File: config.mk
export PLATFORM = sky130hd
export DESIGN_NAME = fetch_prefetch_buffer
export DESIGN_NICKNAME = d
export VERILOG_FILES = /design/src/rtl/cpu6502_pkg.sv /design/src/rtl/byte_fifo.sv /design/src/rtl/fetch_prefetch_buffer.sv
export SDC_FILE = /design/constraint.sdc
export NUM_CORES = 1
export LEC_CHECK = 0
export BUFFER_PORTS_ARGS = -buffer_cell sky130_fd_sc_hd__buf_4
export CAP_MARGIN = 0
export CORE_MARGIN = 2
export CORE_UTILIZATION = 53
export CTS_BUF_LIST = sky130_fd_sc_hd__clkbuf_2
export CTS_CLUSTER_SIZE = 28
export DETAILED_ROUTE_END_ITERATION = 7
export PLACE_DENSITY_LB_ADDON = 0.08
export SLEW_MARGIN = 30
export SYNTH_ARGS = -nofsm -noshare
export SYNTH_HDL_FRONTEND = slang
export SYNTH_SLANG_ARGS = --single-unit
File: constraint.sdc
create_clock -name clk -period 3.1 [get_ports clk]
set_input_delay 0.31 -clock clk [delete_from_list [all_inputs] [get_ports clk]]
set_output_delay 0.31 -clock clk [all_outputs]
set_load 0.005 [all_outputs]
File: src/rtl/cpu6502_pkg.sv
`default_nettype none
// ============================================================================
//  Package     : cpu6502_pkg
//  Description : Shared widths, reset defaults, bus handshake constants and
//                fetch-state encoding for the 6502 core and its front end.
//  Revision    : 1.0 - initial release
// ============================================================================
package cpu6502_pkg;

    localparam int unsigned ADDR_W = 16;
    localparam int unsigned DATA_W = 8;

    localparam logic [ADDR_W-1:0] RESET_PC_DEFAULT = 16'h0000;

    // Request-line levels shared with the core's load/store bus master.
    localparam logic BUS_IDLE   = 1'b0;
    localparam logic BUS_ACTIVE = 1'b1;

    // FETCH_REQ_DROP: a read is still on the bus but its data belongs to a
    // stream that a redirect has already abandoned.
    typedef enum logic [1:0] {
        FETCH_IDLE     = 2'd0,
        FETCH_REQ      = 2'd1,
        FETCH_REQ_DROP = 2'd2
    } fetch_state_e;

    // 16-bit modulo program-counter increment.
    function automatic logic [ADDR_W-1:0] pc_inc(input logic [ADDR_W-1:0] pc);
        return pc + ADDR_W'(1);
    endfunction

endpackage
`default_nettype wire

File: src/rtl/byte_fifo.sv
`default_nettype none
// ============================================================================
//  Module      : byte_fifo
//  Description : DEPTH x WIDTH synchronous FIFO with flush, occupancy count
//                and registered head data (no input-to-output paths).
//  Ports       : clk, rst_n        clock, async active-low reset
//                flush_i           empty the FIFO (wins over push/pop)
//                push_i, wdata_i   write one entry
//                pop_i             drop the head entry
//                rdata_o           head entry
//                count_o           entries held, 0..DEPTH
//  Revision    : 1.0 - initial release
// ============================================================================
module byte_fifo #(
    parameter int unsigned DEPTH = 4,
    parameter int unsigned WIDTH = 8
) (
    input  logic                     clk,
    input  logic                     rst_n,
    input  logic                     flush_i,
    input  logic                     push_i,
    input  logic [WIDTH-1:0]         wdata_i,
    input  logic                     pop_i,
    output logic [WIDTH-1:0]         rdata_o,
    output logic [$clog2(DEPTH):0]   count_o
);

    localparam int unsigned PTR_W = $clog2(DEPTH);
    localparam int unsigned CNT_W = PTR_W + 1;

    logic [WIDTH-1:0] mem_q [DEPTH];
    logic [PTR_W-1:0] wr_ptr_q;
    logic [PTR_W-1:0] rd_ptr_q;
    logic [CNT_W-1:0] count_q;

    // Pointers wrap naturally because DEPTH is a power of two.
    always_ff @(posedge clk or negedge rst_n) begin
        if (!rst_n) begin
            wr_ptr_q <= '0;
            rd_ptr_q <= '0;
            count_q  <= '0;
        end else if (flush_i) begin
            wr_ptr_q <= '0;
            rd_ptr_q <= '0;
            count_q  <= '0;
        end else begin
            if (push_i) begin
                wr_ptr_q <= wr_ptr_q + PTR_W'(1);
            end
            if (pop_i) begin
                rd_ptr_q <= rd_ptr_q + PTR_W'(1);
            end
            count_q <= count_q + CNT_W'(push_i) - CNT_W'(pop_i);
        end
    end

    // Storage needs no reset; only entries below count_o are ever observed.
    always_ff @(posedge clk) begin
        if (push_i && !flush_i) begin
            mem_q[wr_ptr_q] <= wdata_i;
        end
    end

    assign rdata_o = mem_q[rd_ptr_q];
    assign count_o = count_q;

endmodule
`default_nettype wire

File: src/rtl/fetch_prefetch_buffer.sv
`default_nettype none
// ============================================================================
//  Module      : fetch_prefetch_buffer
//  Description : Instruction prefetch stage for the 6502 core. Issues one
//                outstanding byte read at a time, queues returned bytes with
//                their address and hands them to the core over valid/ready.
//                A redirect flushes the queue and restarts fetch.
//  Ports       : clk, rst_n                  clock, async active-low reset
//                redirect, redirect_pc       flush and re-target fetch
//                mem_req/addr/ack/rdata      single-outstanding read bus
//                ib_valid/data/pc/ready      instruction byte stream to core
//                ib_count                    bytes currently queued
//  Revision    : 1.0 - initial release
// ============================================================================
module fetch_prefetch_buffer
    import cpu6502_pkg::*;
#(
    parameter int unsigned        DEPTH    = 4,
    parameter logic [ADDR_W-1:0]  RESET_PC = RESET_PC_DEFAULT
) (
    input  logic                    clk,
    input  logic                    rst_n,
    input  logic                    redirect,
    input  logic [ADDR_W-1:0]       redirect_pc,
    output logic                    mem_req,
    output logic [ADDR_W-1:0]       mem_addr,
    input  logic                    mem_ack,
    input  logic [DATA_W-1:0]       mem_rdata,
    output logic                    ib_valid,
    output logic [DATA_W-1:0]       ib_data,
    output logic [ADDR_W-1:0]       ib_pc,
    input  logic                    ib_ready,
    output logic [$clog2(DEPTH):0]  ib_count
);

    localparam int unsigned CNT_W = $clog2(DEPTH) + 1;

    fetch_state_e       state_q;
    logic [ADDR_W-1:0]  fetch_pc_q;   // next byte to request (or the one in flight)
    logic [ADDR_W-1:0]  mem_addr_q;
    logic [ADDR_W-1:0]  head_pc_q;

    logic               w_in_flight;
    logic               w_ack;
    logic               w_push;
    logic               w_pop;
    logic [CNT_W-1:0]   w_count;
    logic [CNT_W-1:0]   w_count_d;
    logic               w_room;
    logic [ADDR_W-1:0]  w_target;
    logic [ADDR_W-1:0]  w_next_pc;

    always_comb begin
        w_in_flight = (state_q != FETCH_IDLE);
        w_ack       = mem_ack & w_in_flight;
        // Acked data is kept only for the live stream and never on a redirect edge.
        w_push      = w_ack & (state_q == FETCH_REQ) & ~redirect;
        w_pop       = ib_valid & ib_ready & ~redirect;
        w_count_d   = redirect ? '0 : (w_count + CNT_W'(w_push) - CNT_W'(w_pop));
        // A new request reserves a slot: it may go out only if the occupancy
        // after this edge leaves room for the byte it will return.
        w_room      = (w_count_d < CNT_W'(DEPTH));
        w_target    = redirect ? redirect_pc : fetch_pc_q;
        w_next_pc   = redirect ? redirect_pc : pc_inc(fetch_pc_q);
    end

    always_ff @(posedge clk or negedge rst_n) begin
        if (!rst_n) begin
            state_q    <= FETCH_IDLE;
            fetch_pc_q <= RESET_PC;
            mem_addr_q <= RESET_PC;
        end else begin
            case (state_q)
                FETCH_IDLE: begin
                    if (redirect || w_room) begin
                        fetch_pc_q <= w_target;
                        mem_addr_q <= w_target;
                        state_q    <= FETCH_REQ;
                    end
                end
                FETCH_REQ: begin
                    if (w_ack) begin
                        // Back-to-back: the next read can go out on the ack edge.
                        fetch_pc_q <= w_next_pc;
                        mem_addr_q <= w_next_pc;
                        state_q    <= w_room ? FETCH_REQ : FETCH_IDLE;
                    end else if (redirect) begin
                        // Bus transaction cannot be aborted; mark its byte as stale.
                        fetch_pc_q <= redirect_pc;
                        state_q    <= FETCH_REQ_DROP;
                    end
                end
                FETCH_REQ_DROP: begin
                    fetch_pc_q <= w_target;
                    if (w_ack) begin
                        // Queue is empty since the redirect, so space is guaranteed.
                        mem_addr_q <= w_target;
                        state_q    <= FETCH_REQ;
                    end
                end
                default: begin
                    state_q <= FETCH_IDLE;
                end
            endcase
        end
    end

    always_ff @(posedge clk or negedge rst_n) begin
        if (!rst_n) begin
            head_pc_q <= RESET_PC;
        end else if (redirect) begin
            head_pc_q <= redirect_pc;
        end else if (w_pop) begin
            head_pc_q <= pc_inc(head_pc_q);
        end
    end

    byte_fifo #(
        .DEPTH (DEPTH),
        .WIDTH (DATA_W)
    ) u_fifo (
        .clk     (clk),
        .rst_n   (rst_n),
        .flush_i (redirect),
        .push_i  (w_push),
        .wdata_i (mem_rdata),
        .pop_i   (w_pop),
        .rdata_o (ib_data),
        .count_o (w_count)
    );

    assign mem_req  = w_in_flight ? BUS_ACTIVE : BUS_IDLE;
    assign mem_addr = mem_addr_q;
    assign ib_valid = (w_count != '0);
    assign ib_pc    = head_pc_q;
    assign ib_count = w_count;

endmodule
`default_nettype wire

==> results of run 1 <==
metrics by stage:
step,hold slack [ns],instances,cell area (sq um)
2_1_floorplan,0.0144,455,4850
3_3_place_gp,0.432,615,5380
3_5_place_dp,0.436,615,5380
4_1_cts,0.000780,646,5660
5_1_grt,0.0132,648,5690
6_report,0.0589,648,5690
worst max-delay path by stage:
| stage | from | slack (ns) | depth (start not counted) | end |
|---|---|---|---|---|
| after detailed placement | u_fifo.count_o[2] | -0.01 | 11 | mem_addr[5] |
| after global routing | u_fifo.count_o[2] | -0.004 | 13 | fetch_pc_q[15] |
| after floorplan | redirect | 0.09 | 15 | fetch_pc_q[4] |
| final | u_fifo.count_o[2] | 0.13 | 11 | mem_addr[11] |
| after global placement | u_fifo.count_o[2] | -0.009 | 11 | mem_addr[7] |
| after CTS | u_fifo.count_o[2] | 0.01 | 11 | mem_addr[11] |
flip-flops by register name, indices dropped and copies added, names as in the netlist:
register / count
u_fifo.wr_ptr_q: 2
mem_addr: 16
ib_pc: 16
u_fifo.mem_q: 32
fetch_pc_q: 16
u_fifo.rd_ptr_q: 2
state_q: 2
u_fifo.count_o: 3
cell usage after synthesis (10+ instances only):
library cell	number
a21oi_1	25
and3_1	10
dfrtp_1	57
edfxtp_1	32
nand2_1	54
nand4_1	18
nor2_1	33
nor3_1	11
o21ai_0	24
xnor2_1	21
kinds of logic (layout without fill, tap and decap cells):
logic type | count (synthesis) | in the layout | synth area share [%]
AO/OA/AOI/OAI | 98 | 98 | 13.8
XOR/XNOR | 30 | 30 | 5.73
adder cells (fa/ha/maj) | 9 | 9 | 2.48
buffers and inverters | 41 | 126 | 5.44
flip-flops | 89 | 89 | 49.2
multiplexers | 19 | 19 | 6.14
AND/OR/NAND/NOR | 169 | 169 | 17.2
routing by layer:
layer,track usage (%),wire length [um],vias to the layer above
li1,-,-,1795
met1,37.2,5510,1842
met2,35.1,5290,142
met3,3.30,656,6
met4,7.80,90,0
met5,0,0,-
power breakdown:
group	total [mW]	switching [mW]	internal, mW
combinational	1.76	0.889	0.867
clock	0.609	0.416	0.193
sequential	1.81	0.322	1.49
total	4.18	1.63	2.55
worst reg2reg max path, stage by stage (launching register included):
cell,delay (ns)
dfrtp_2,0.51
o31ai_4,0.31
nor2_1,0.08
ha_1,0.29
inv_1,0.06
ha_1,0.13
inv_1,0.05
fa_1,0.37
xnor3_2,0.28
o31a_2,0.34
o21ai_4,0.22
o21ai_0,0.18
area by class of cell:
cell class              count  share of cell area (%)
clock buffers               9                   0.792
well taps                 108                    2.37
multi-input cells         325                    38.9
repair buffers            100                    14.0
flip-flops and latches     89                    42.0
clock inverters             7                    1.34
inverters                  10                   0.660
timing repair:
item,in CTS,in global routing
setup endpoints to repair,15,17
endpoints found under the hold margin,95,1
setup buffers,0,1
cloned,0,0
hold buffers,15,1
resized for setup,1,3
==> qor.csv, run 1 <==
metric,value,unit
Post-Syn Area,0.00485,sq mm
die width,99.7,um
Max Cap Violations,0,
I/O pins,74,
Core ar.,0.00881,sq mm
Hold Path Origin,redirect_pc[15],
Hold Path Cell Cnt,2,
Slew @ Worst Pin,0.746,ns
antenna cells,0,
Hold Path Class,in2reg,
Worst Path Arrival,3.37,ns
Max Freq,337,MHz
Multi-input gate area,0.00221,sq mm
Clock Path Buffers,2,
end of the worst register-to-register path,mem_addr[11],
Syn-to-layout area delta,17.3,%
Worst path top cell family by delay,compound AO/OA/AOI/OAI gates,
"Hold Vio Cnt, Final",0,
Port-buffer cells,73,
Netlist cell types,62,
utilization after layout,64.6,%
Worst-path clk slew,0.28,ns
syn_nets,493,
most frequent cells in the layout,"buf_4, dfrtp_1, nand2_1, nor2_1, edfxtp_1",
die height,99.7,um
pre-CTS setup slack,-0.0104,ns
Power Total,4.18,mW
crit path buf inv count,2,
Reg2Reg Depth,11,
initial antenna violation count,0,
Post-synth ARST share,64.0,%
Ys Warns,0,
Post-Syn Area per Cell,10.7,sq um
DR DRC count,0,
HPWL Detailed,8180,um
Crit-path slowest cell,dfrtp_2,
Fill cells,708,
GRT Total Usage,24.0,%
Fin Clk Skew,0.0527,ns
post-route worst setup slack,0.131,ns
register area share after synthesis,49.2,%
leading register cell type out of synthesis,dfrtp_1,
vias in the first global route,3567,
Leak,2.29,nW
post-route ant nets,0,
Crit Reg-Reg Startpoint,u_fifo.count_o[2],
Post-layout nets,573,
final wirelength,11500,um
fin. max-slew vios,0,
Pre-antenna DRT Iters,5,
"FF+latch count, synth",89,
"critical path fanouts, max",22,
Final setup viols,0,
endpoint type of the worst setup path,flop,
DR iter-0 viols,309,
clock sink count,89,
grt ovf,0,
per-cell routed wire length,17.8,um
P per Cell Area,734,mW/mm^2
crit-path cells,o31ai_4 > nor2_1 > ha_1 > inv_1 > ha_1 > inv_1 > fa_1 > xnor3_2 > o31a_2 > o21ai_4 > o21ai_0,
Post-synth EDFFs,32,
FF+latch area,0.00239,sq mm
r2r setup slk,0.13,ns
Setup crit start kind,flop,
CTS Buf Count,9,
global placement routability congestion,0.884,
setup_tns,0,ns
CTS tree,built,
layout cells sized above 1,25.0,%
Synth area leader,dfrtp_1,
Peak VDD IR,339,uV
largest net degree at the start of global routing,58,
"slowest stage delay, CP",0.51,ns
Yosys top cell area share,29.4,%
"Endpoint, Worst Hold",ib_pc[15],
"commonest non-fill, non-tap cell in the layout",buf_4,
outcome,"complete, no violations",
first-pass GRT wire length,18300,um
via/cell ratio,5.84,
Final min period,2.97,ns
"Clk Latency, worst-skew pair",0.55,ns
worst rel slew slack,50.3,%
initial core utilization,55.1,%
CTS Root Cell,clkbuf_2,
fin crit share,95.8,%
Via Count,3785,
CP Data Required Time,3.50,ns
total die area,0.00993,sq mm
Rows,34,
Crit Path Category,reg2reg,
synth top area cells,"dfrtp_1, edfxtp_1, nand2_1",
Syn Inst Count,455,
htree depth,3,
Power figures use the tool's default switching activity.
==> run 2, diff against run 1 <==
- CORE_UTILIZATION: 53 -> 59
- clock period: 3.1 -> 3 ns (I/O delays scaled with it)
==> run 2 against run 1 <==
Global-route usage up 3.2 points. Sequential share of layout area decreased by 0.25 points. Combinational power grew 6%. Clock power shrank 5.3%. Critical path depth unchanged. Largest cell class unchanged.
==> qor.csv, run 2 (synthesis gave the netlist of run 1 again) <==
metric,value,unit,change
DR iter-0 viols,334,,was 309
"Clk Latency, worst-skew pair",0.56,ns,was 0.55 ns
Crit-path slowest cell,dfrtp_2,,unchanged
Biggest register,u_fifo.mem_q,,unchanged
endpoint type of the worst setup path,flop,,unchanged
Port-buffer cells,73,,unchanged
initial antenna violation count,0,,unchanged
Crit. Startpoint,u_fifo.count_o[2],,unchanged
total die area,0.00896,sq mm,was 0.00993 sq mm
most frequent cells in the layout,"buf_4, dfrtp_1, nand2_1, nor2_1, edfxtp_1",,unchanged
"Hold Vio Cnt, Final",0,,unchanged
CTS Root Cell,clkbuf_2,,unchanged
Via Count,3858,,was 3785
Clock power frac,13.4,%,was 14.6%
"commonest non-fill, non-tap cell in the layout",buf_4,,unchanged
crit-path cells,o31ai_4 > nor2_1 > ha_1 > inv_1 > ha_1 > inv_1 > fa_1 > xnor3_2 > o31a_2 > buf_4 > a22o_1,,was o31ai_4 > nor2_1 > ha_1 > inv_1 > ha_1 > inv_1 > fa_1 > xnor3_2 > o31a_2 > o21ai_4 > o21ai_0
Fill cells,635,,was 708
Cell Int Power,2.59,mW,was 2.55 mW
Psw,1.73,mW,was 1.63 mW
Post-layout nets,577,,was 573
Crit Path Category,reg2reg,,unchanged
Hold Path Class,in2reg,,unchanged
sw frac,40.1,%,was 38.9%
Setup crit start kind,flop,,unchanged
"Design Area, Final",0.00572,sq mm,was 0.00569 sq mm
Hold Path Cell Cnt,3,,was 2
Worst Path Arrival,3.39,ns,was 3.37 ns
clock sink count,89,,unchanged
via/cell ratio,5.94,,was 5.84
antenna cells,0,,unchanged
Pre-antenna DRT Iters,5,,unchanged
largest net degree at the start of global routing,58,,unchanged
Leak,2.30,nW,was 2.29 nW
GRT Total Usage,27.2,%,was 24.0%
first-pass GRT wire length,18600,um,was 18300 um
outcome,"complete, no violations",,unchanged
Worst-path clk slew,0.25,ns,was 0.28 ns
Crit Reg-Reg Startpoint,u_fifo.count_o[2],,unchanged
fin. max-slew vios,0,,unchanged
dpl cell area,0.00540,sq mm,was 0.00538 sq mm
worst rel slew slack,50.2,%,was 50.3%
DR DRC count,0,,unchanged
vias in the first global route,3607,,was 3567
P per Cell Area,754,mW/mm^2,was 734 mW/mm^2
CTS Buf Count,9,,unchanged
die width,94.7,um,was 99.7 um
CP Data Required Time,3.47,ns,was 3.50 ns
post-route ant nets,0,,unchanged
global placement routability congestion,0.851,,was 0.884
Clock Path Buffers,2,,unchanged
"slowest stage delay, CP",0.50,ns,was 0.51 ns
utilization after layout,70.7,%,was 64.6%
CTS tree,built,,unchanged
layout cells sized above 1,25.4,%,was 25.0%
htree depth,3,,unchanged
fin crit share,97.3,%,was 95.8%
Syn-to-layout area delta,18.0,%,was 17.3%
max reg flops,32,,unchanged
final wirelength,11800,um,was 11500 um
Peak VDD IR,456,uV,was 339 uV
die height,94.7,um,was 99.7 um
Final setup viols,0,,unchanged
combinational power share,43.1,%,was 42.0%
per-cell routed wire length,18.2,um,was 17.8 um
Rows,33,,was 34
pre-CTS setup slack,0.0358,ns,was -0.0104 ns
Max Freq,343,MHz,was 337 MHz
I/O pins,74,,unchanged
Fin Clk Skew,0.0249,ns,was 0.0527 ns
post-route worst setup slack,0.0805,ns,was 0.131 ns
Core ar.,0.00809,sq mm,was 0.00881 sq mm
Slew @ Worst Pin,0.747,ns,was 0.746 ns
Reg2Reg Depth,11,,unchanged
Hold Path Origin,redirect_pc[8],,was redirect_pc[15]
Max Cap Violations,0,,unchanged
grt ovf,0,,unchanged
"critical path fanouts, max",10,,was 22
Final min period,2.92,ns,was 2.97 ns
HPWL Detailed,8130,um,was 8180 um
initial core utilization,59.9,%,was 55.1%
Seq pwr share,43.5,%,was 43.4%
Power Total,4.32,mW,was 4.18 mW
run 2: cell type report:
cell class	count	area (sq um)	share of cell area, %
clock buffers	9	45.0	0.787
clock inverters	7	61.3	1.07
inverters	10	37.5	0.656
multi-input cells	326	2230	39.0
flip-flops and latches	89	2390	41.7
well taps	105	131	2.30
repair buffers	103	831	14.5
run 2: final timing paths:
check                                         end  slack, ns
worst min-delay path                fetch_pc_q[8]       0.05
worst max-delay path                fetch_pc_q[3]       0.08
worst min register to register        mem_addr[4]       0.52
worst max register to register      fetch_pc_q[3]       0.08
min in group asynchronous               ib_pc[13]       0.30
max in group asynchronous       u_fifo.count_o[2]       2.18
run 2: power groups by stage:
| stage | logic, mW | clock network [mW] | registers [mW] |
|---|---|---|---|
| 5_1_grt | 2.05 | 0.632 | 1.92 |
| 4_1_cts | 1.82 | 0.587 | 1.86 |
| 6_report | 1.86 | 0.577 | 1.88 |
| 3_3_place_gp | 1.75 | 0 | 1.88 |
| 3_5_place_dp | 1.79 | 0 | 1.89 |
| 2_1_floorplan | 1.28 | 0 | 1.77 |
run 2: metrics by stage:
| stage | hold WS, ns | setup TNS, ns | std cells |
|---|---|---|---|
| after global routing | 0.0283 | -0.0960 | 649 |
| final | 0.0462 | 0 | 649 |
| after CTS | 0.0268 | 0 | 647 |
| after floorplan | 0.00441 | 0 | 455 |
| after detailed placement | 0.414 | 0 | 613 |
| after global placement | 0.411 | 0 | 613 |
run 2: per-layer routing:
metal	wire length, um	part of all wire, %	vias to the layer above	GRT usage [%]
li1	-	-	1803	-
met1	5510	47	1904	41.1
met2	5550	47	141	42.2
met3	656	5.5	10	4.23
met4	112	0.95	0	5.68
met5	0	0	-	0
run 2: critical path, delay by kind of cell (launching register included):
family | cells | cell delay, ns
adders and majority gates | 3 | 0.78
and+or+nand+nor | 1 | 0.07
DFF | 1 | 0.50
buffers and inverters | 3 | 0.32
xor gates and xnor gates | 1 | 0.28
AOI/OAI and AO/OA | 3 | 0.89
run 2: what timing repair did:
action,in CTS,in global routing
setup endpoints to repair,0,23
hold buffers,18,0
resized for setup,0,4
endpoints found under the hold margin,99,0
setup buffers,0,1
